<file path="src/rtl/fpu_mul_pkg.sv">
// Shared constants and width helpers for the FPU multiply path.
// The stage count is also used by the FPU control to track multiplier latency.
package fpu_mul_pkg;

    localparam int KMUL_STAGES = 3;

    function automatic int half_w(input int width);
        return width / 2;
    endfunction

    function automatic int prod_w(input int width);
        return 2 * width;
    endfunction

endpackage

</file>
<file path="src/rtl/karatsuba_mul_pipe_if.sv">
// Streaming operand/result bundle for the Karatsuba multiplier.
// The master drives operands and consumes products; the slave is the multiplier.
interface karatsuba_mul_pipe_if #(
    parameter int WIDTH = 24,
    parameter int TAG_W = 4
) ();
    import fpu_mul_pkg::*;

    logic                       in_valid;
    logic                       in_ready;
    logic [WIDTH-1:0]           in_a;
    logic [WIDTH-1:0]           in_b;
    logic [TAG_W-1:0]           in_tag;
    logic                       out_valid;
    logic                       out_ready;
    logic [prod_w(WIDTH)-1:0]   out_p;
    logic [TAG_W-1:0]           out_tag;

    modport master (
        output in_valid, in_a, in_b, in_tag, out_ready,
        input  in_ready, out_valid, out_p, out_tag
    );

    modport slave (
        input  in_valid, in_a, in_b, in_tag, out_ready,
        output in_ready, out_valid, out_p, out_tag
    );

endinterface

</file>
<file path="src/rtl/karatsuba_stage_ctl.sv">
// Valid/advance chain for a linear stall pipeline; a stage advances when it is
// empty or the stage after it advances. Shared with the adder pipeline.
module karatsuba_stage_ctl #(
    parameter int STAGES = 3
) (
    input  logic              clk,
    input  logic              rst_n,
    input  logic              in_valid,
    input  logic              out_ready,
    output logic              in_ready,
    output logic              out_valid,
    output logic [STAGES-1:0] adv
);
    if (STAGES < 2) begin : g_stage_check
        $error("karatsuba_stage_ctl: STAGES must be >= 2");
    end

    logic [STAGES-1:0] valid;
    logic              chain;

    // NOTE: blocking assignments are correct here; chain carries the ripple
    // from the output stage back toward the input within one evaluation.
    always_comb begin
        adv   = '0;
        chain = out_ready;
        for (int i = STAGES - 1; i >= 0; i--) begin
            chain  = chain || !valid[i];
            adv[i] = chain;
        end
    end

    always_ff @(posedge clk) begin
        if (!rst_n) begin
            valid <= '0;
        end else begin
            for (int i = 0; i < STAGES; i++) begin
                if (adv[i]) valid[i] <= (i == 0) ? in_valid : valid[(i == 0) ? 0 : i - 1];
            end
        end
    end

    assign in_ready  = adv[0];
    assign out_valid = valid[STAGES-1];

endmodule

</file>
<file path="src/rtl/karatsuba_mul_pipe.sv">
// Pipelined unsigned Karatsuba multiplier: split, three half-width products,
// registered recombine; valid/ready streaming with a tag carried alongside.
module karatsuba_mul_pipe
    import fpu_mul_pkg::*;
#(
    parameter int WIDTH = 24,
    parameter int TAG_W = 4
) (
    input logic                 clk,
    input logic                 rst_n,
    karatsuba_mul_pipe_if.slave bus
);
    localparam int H  = half_w(WIDTH);
    localparam int PW = prod_w(WIDTH);

    if ((WIDTH % 2) != 0 || WIDTH < 8) begin : g_width_check
        $error("karatsuba_mul_pipe: WIDTH must be even and >= 8");
    end

    logic [KMUL_STAGES-1:0] adv;

    karatsuba_stage_ctl #(.STAGES(KMUL_STAGES)) u_ctl (
        .clk       (clk),
        .rst_n     (rst_n),
        .in_valid  (bus.in_valid),
        .out_ready (bus.out_ready),
        .in_ready  (bus.in_ready),
        .out_valid (bus.out_valid),
        .adv       (adv)
    );

    logic [H-1:0]     a0_s1, a1_s1, b0_s1, b1_s1;
    logic [H:0]       sa_s1, sb_s1;
    logic [TAG_W-1:0] tag_s1;

    // NOTE: payload registers carry no reset; the valid bits alone decide
    // whether their contents mean anything.
    always_ff @(posedge clk) begin
        if (adv[0]) begin
            a0_s1  <= bus.in_a[H-1:0];
            a1_s1  <= bus.in_a[WIDTH-1:H];
            b0_s1  <= bus.in_b[H-1:0];
            b1_s1  <= bus.in_b[WIDTH-1:H];
            sa_s1  <= {1'b0, bus.in_a[H-1:0]} + {1'b0, bus.in_a[WIDTH-1:H]};
            sb_s1  <= {1'b0, bus.in_b[H-1:0]} + {1'b0, bus.in_b[WIDTH-1:H]};
            tag_s1 <= bus.in_tag;
        end
    end

    logic [2*H-1:0]   z0_s2, z2_s2;
    logic [2*H+1:0]   z1_s2;
    logic [TAG_W-1:0] tag_s2;

    // Operands are zero-extended so each product is formed at its full width.
    always_ff @(posedge clk) begin
        if (adv[1]) begin
            z0_s2  <= {{H{1'b0}}, a0_s1} * {{H{1'b0}}, b0_s1};
            z2_s2  <= {{H{1'b0}}, a1_s1} * {{H{1'b0}}, b1_s1};
            z1_s2  <= {{(H+1){1'b0}}, sa_s1} * {{(H+1){1'b0}}, sb_s1};
            tag_s2 <= tag_s1;
        end
    end

    logic [2*H+1:0]   mid;
    logic [PW+1:0]    sum;
    logic [1:0]       sum_unused;
    logic [PW-1:0]    p_s3;
    logic [TAG_W-1:0] tag_s3;

    // mid = a0*b1 + a1*b0, never negative; the top two sum bits are always zero.
    assign mid = z1_s2 - {2'b00, z2_s2} - {2'b00, z0_s2};
    assign sum = {2'b00, z2_s2, {WIDTH{1'b0}}}
               + {{H{1'b0}}, mid, {H{1'b0}}}
               + {{(WIDTH+2){1'b0}}, z0_s2};
    assign sum_unused = sum[PW+1:PW];

    always_ff @(posedge clk) begin
        if (!rst_n) begin
            p_s3   <= '0;
            tag_s3 <= '0;
        end else if (adv[2]) begin
            p_s3   <= sum[PW-1:0];
            tag_s3 <= tag_s2;
        end
    end

    assign bus.out_p   = p_s3;
    assign bus.out_tag = tag_s3;

endmodule

</file>
<file path="src/flat_wrapper.sv">
// flat-port wrapper written by rule: the top's interface ports become plain ports
module karatsuba_mul_pipe_flat import fpu_mul_pkg::*;
#(
    parameter int WIDTH = 24,
    parameter int TAG_W = 4
)
  (clk, rst_n, bus_in_valid, bus_in_a, bus_in_b, bus_in_tag, bus_out_ready, bus_in_ready, bus_out_valid, bus_out_p, bus_out_tag);
  karatsuba_mul_pipe_if #(.WIDTH(WIDTH), .TAG_W(TAG_W)) bus_i ();
  input logic clk;
  input logic rst_n;
  input wire logic [$bits(bus_i.in_valid)-1:0] bus_in_valid;
  input wire logic [$bits(bus_i.in_a)-1:0] bus_in_a;
  input wire logic [$bits(bus_i.in_b)-1:0] bus_in_b;
  input wire logic [$bits(bus_i.in_tag)-1:0] bus_in_tag;
  input wire logic [$bits(bus_i.out_ready)-1:0] bus_out_ready;
  output wire logic [$bits(bus_i.in_ready)-1:0] bus_in_ready;
  output wire logic [$bits(bus_i.out_valid)-1:0] bus_out_valid;
  output wire logic [$bits(bus_i.out_p)-1:0] bus_out_p;
  output wire logic [$bits(bus_i.out_tag)-1:0] bus_out_tag;
  assign bus_i.in_valid = bus_in_valid;
  assign bus_i.in_a = bus_in_a;
  assign bus_i.in_b = bus_in_b;
  assign bus_i.in_tag = bus_in_tag;
  assign bus_i.out_ready = bus_out_ready;
  assign bus_in_ready = bus_i.in_ready;
  assign bus_out_valid = bus_i.out_valid;
  assign bus_out_p = bus_i.out_p;
  assign bus_out_tag = bus_i.out_tag;
  karatsuba_mul_pipe #(.WIDTH(WIDTH), .TAG_W(TAG_W)) u_core (.clk(clk), .rst_n(rst_n), .bus(bus_i));
endmodule
</file>
<file path="config.mk">
export PLATFORM = sky130hd
export DESIGN_NAME = karatsuba_mul_pipe_flat
export DESIGN_NICKNAME = d
export VERILOG_FILES = /design/src/rtl/fpu_mul_pkg.sv /design/src/rtl/karatsuba_mul_pipe_if.sv /design/src/rtl/karatsuba_stage_ctl.sv /design/src/rtl/karatsuba_mul_pipe.sv /design/src/flat_wrapper.sv
export SDC_FILE = /design/constraint.sdc
export NUM_CORES = 1
export LEC_CHECK = 0
export ABC_AREA = 1
export CORE_MARGIN = 2
export CORE_UTILIZATION = 40
export CTS_BUF_LIST = sky130_fd_sc_hd__clkbuf_4 sky130_fd_sc_hd__clkbuf_8
export DETAILED_ROUTE_END_ITERATION = 10
export SKIP_LAST_GASP = 1
export SLEW_MARGIN = 40
export SYNTH_ARGS = -nofsm -noshare
export SYNTH_HDL_FRONTEND = slang
export SYNTH_SLANG_ARGS = --single-unit
</file>
<file path="constraint.sdc">
create_clock -name clk -period 7.2 [get_ports clk]
set_clock_uncertainty 0.1 [all_clocks]
set_input_delay 1.44 -clock clk [delete_from_list [all_inputs] [get_ports clk]]
set_output_delay 1.44 -clock clk [all_outputs]
set_load 0.01 [all_outputs]
</file>
==> impl_metrics.json <==
{
  "place_congestion": 0.9325,
  "synth-adder-area-share": 0.3791,
  "detail_route.iter0.violations": 1383,
  "final_max_slew_viol_count": 0,
  "synth_compound_area_frac": 0.06893,
  "detail_route.first_pass.iterations": 6,
  "clock_tree_from_tritoncts": "yes",
  "worstPathArrival_ps": 5610,
  "drcViolationCount": 0,
  "clock_path_buffers": 3,
  "start_kind": "flop",
  "overflow": 0,
  "postCtsSetupBuffers": 0,
  "critPathMaxFanout": 13,
  "synth_sequential_area_ratio": 0.2115,
  "synth-xor-area-share": 0.03874,
  "htreeDepth": 2,
  "synth_mux_area_frac": 0,
  "maximum_number_of_pins_on_one_net_before_global_route_repair": 83,
  "hold_class": "flop to flop",
  "synthArstFlopShare": 0,
  "syn2layout_area_growth_pct": 10.14,
  "dominantRegCellSynth": "edfxtp_1",
  "post_synth_instance_area_sq_um": 27350,
  "postRouteAntennaNets": 0,
  "synthesis.yosys.warnings": 0,
  "number_of_port_buffers": 109,
  "synth_cells": 3389,
  "layout-drive-gt1-share": 0.03418,
  "crit_path_kind": "flop to flop",
  "top_level_ports": 110,
  "initial_utilization": 0.4059,
  "detailed_placement_wirelength_estimate_um": 59470,
  "cts.clk_slew.worst_paths_ps": 60,
  "maxSlewHeadroom": 0.4720,
  "wl_per_cell_um": 16.66,
  "final_min_period_over_clock_period": 0.7411,
  "synth_simple_gate_area_share": 0.1674,
  "synthesized_net_count": 4065,
  "cts.sinks": 211,
  "synth.largest_area_cell": "fa_1",
  "numCtsBuffers": 39,
  "count_of_flip_flops_with_a_built_in_enable_after_synthesis": 156,
  "dr_total_vias": 20973,
  "fp.coreArea_sq_um": 67400,
  "synthTopCellsByArea": "fa_1 (25%), edfxtp_1 (17%), ha_1 (12%), inv_1 (12%), nand2_1 (11%)",
  "min_period_ps": 5336,
  "cts_hold_repair_buffers": 0,
  "clk_root_buffer_cell": "clkbuf_8",
  "worstMarginPinSlew_ps": 792.0,
  "antennaDiodeCount": 0,
  "gr-usage-all-layers": 0.2109,
  "final_core_util": 0.4470,
  "rsz0062_at_grt": "false",
  "cp-end-kind": "flop",
  "clock_insertion_delay_worst_skew_ps": 630,
  "filler_cell_count": 6705,
  "run_status": "completed",
  "yosys_register_bits": 211,
  "die_h_um": 265.5,
  "cp.required_ps": 7470,
  "drt-vias-per-instance": 4.816,
  "synth.avg_cell_area_sq_um": 8.072,
  "finish.net_count": 4127,
  "drv_cap": 0,
  "timing.final.setup_violations": 0,
  "maxClockFrequency_ghz": 0.1874,
  "finalWirelength_um": 72540,
  "die_width_um": 265.5,
  "synth_top_family_by_area": "adder cells",
  "cts_repair_resize_count": 0,
  "die_area_sq_um": 70500,
  "yosys.area.top_type_share": 0.2547,
  "antenna_found_initial": 0,
  "global_route_wire_length_before_repair_um": 116500,
  "timing.setup.tns_ps": 0,
  "grt_pass1_vias": 21213,
  "final-hold-violation-count": 0,
  "netlist-cell-type-count": 47,
  "placementRows": 95
}
[placed cells by master (no fill, tap or decap), types with 3 or more instances in the layout]
cell,instances
a211oi_1,3
a21o_1,16
a21oi_1,147
a31oi_1,4
buf_4,6
bufinv_16,6
clkbuf_4,7
clkbuf_8,41
clkdlybuf4s50_1,108
clkinv_1,8
clkinv_2,5
dfxtp_1,55
edfxtp_1,156
fa_1,348
ha_1,272
inv_1,881
inv_2,4
nand2_1,807
nand2_2,16
nand3_1,104
nand4_1,19
nor2_1,134
nor2_2,3
nor3_1,16
nor3_2,5
nor4_1,9
o211ai_1,3
o21a_1,4
o21ai_0,100
o21ai_1,8
o21ai_2,8
o21bai_1,28
or2_2,3
xnor2_1,37
xor2_1,84
[flip-flops by register name (all words and copies together) (netlist names)]
name	flops
u_core.sa_s1	13
u_core.bus.out_tag	4
u_core.tag_s1	4
u_core.z2_s2	24
u_core.a1_s1	12
u_core.tag_s2	4
u_core.u_ctl.valid	3
u_core.bus.out_p	48
u_core.b0_s1	12
u_core.b1_s1	12
u_core.a0_s1	12
u_core.z0_s2	24
u_core.sb_s1	13
u_core.z1_s2	26
[metrics by stage]
| step | instance area (sq um) | hold WS [ps] | cells | worst slack [ps] |
|---|---|---|---|---|
| after floorplan | 27360 | 300.3 | 3389 | 2137 |
| after detailed placement | 29230 | 307.0 | 4283 | 1891 |
| final | 30130 | 317.5 | 4355 | 1864 |
| after CTS | 30130 | 318.4 | 4355 | 1875 |
| after global routing | 30130 | 340.0 | 4355 | 1467 |
| after global placement | 29230 | 307.7 | 4283 | 1923 |
[layout make-up]
| class | count | area [sq um] | area share |
|---|---|---|---|
| repair buffers | 114 | 1126 | 0.03738 |
| clock inverters | 24 | 282.8 | 0.009386 |
| inverters | 885 | 3322 | 0.1103 |
| well taps | 873 | 1092 | 0.03626 |
| multi-input cells | 2200 | 17900 | 0.5942 |
| clock buffers | 48 | 616.8 | 0.02047 |
| flip-flops and latches | 211 | 5786 | 0.1920 |
[worst max-delay path, cell delays in order (launching register included)]
cell	delay (ps)
edfxtp_1	600
nand2_1	160
inv_1	70
fa_1	530
inv_1	60
fa_1	530
inv_1	50
fa_1	480
fa_1	490
inv_1	50
fa_1	520
inv_1	40
ha_1	380
a21oi_1	320
o21ai_0	150
a21oi_1	140
o21ai_1	130
nand2_1	90
nand2_1	60
xor2_1	140
[cell families after synthesis]
group,Yosys count
and+or+nand+nor,1127
buffers and inverters,978
adders and majority gates,620
AOI/OAI and AO/OA,332
DFF,211
xor gates and xnor gates,121
[path summary, 6_finish.rpt]
path	startpoint	to	slack, ps	cells after the start
setup reg to reg	u_core.sa_s1[7]	u_core.z1_s2[25]	1860	19
hold reg to reg	u_core.tag_s1[3]	u_core.tag_s2[3]	320	0
hold / removal	u_core.tag_s1[3]	u_core.tag_s2[3]	320	0
setup / recovery	u_core.sa_s1[7]	u_core.z1_s2[25]	1860	19
[cell usage after synthesis (2+ instances only)]
cell type and n:
inv_1 883, nand2_1 808, fa_1 348, ha_1 272
edfxtp_1 156, a21oi_1 147, nor2_1 134, nand3_1 104
o21ai_0 100, clkbuf_1 89, xor2_1 84, dfxtp_1 55
xnor2_1 37, o21bai_1 28, nand4_1 19, a21o_1 16
nand2_2 16, nor3_1 16, nor4_1 9, o21ai_1 8
o21ai_2 8, nor3_2 5, a31oi_1 4, o21a_1 4
a211oi_1 3, buf_2 3, nor2_2 3, o211ai_1 3
or2_2 3, a21boi_0 2, a21oi_2 2, a221o_1 2
and2_1 2, inv_2 2, nor2_4 2
[per-layer routing]
metal | global-route usage | part of all wire | vias up
li1 | - | - | 10370
met1 | 0.2933 | 0.46 | 9937
met2 | 0.3425 | 0.45 | 574
met3 | 0.02898 | 0.058 | 92
met4 | 0.06199 | 0.027 | 0
met5 | 0 | 0 | -
Power is left out: the tool's default activity adds up to more than one toggle a clock period on the data nets, which glitch-free logic cannot reach.
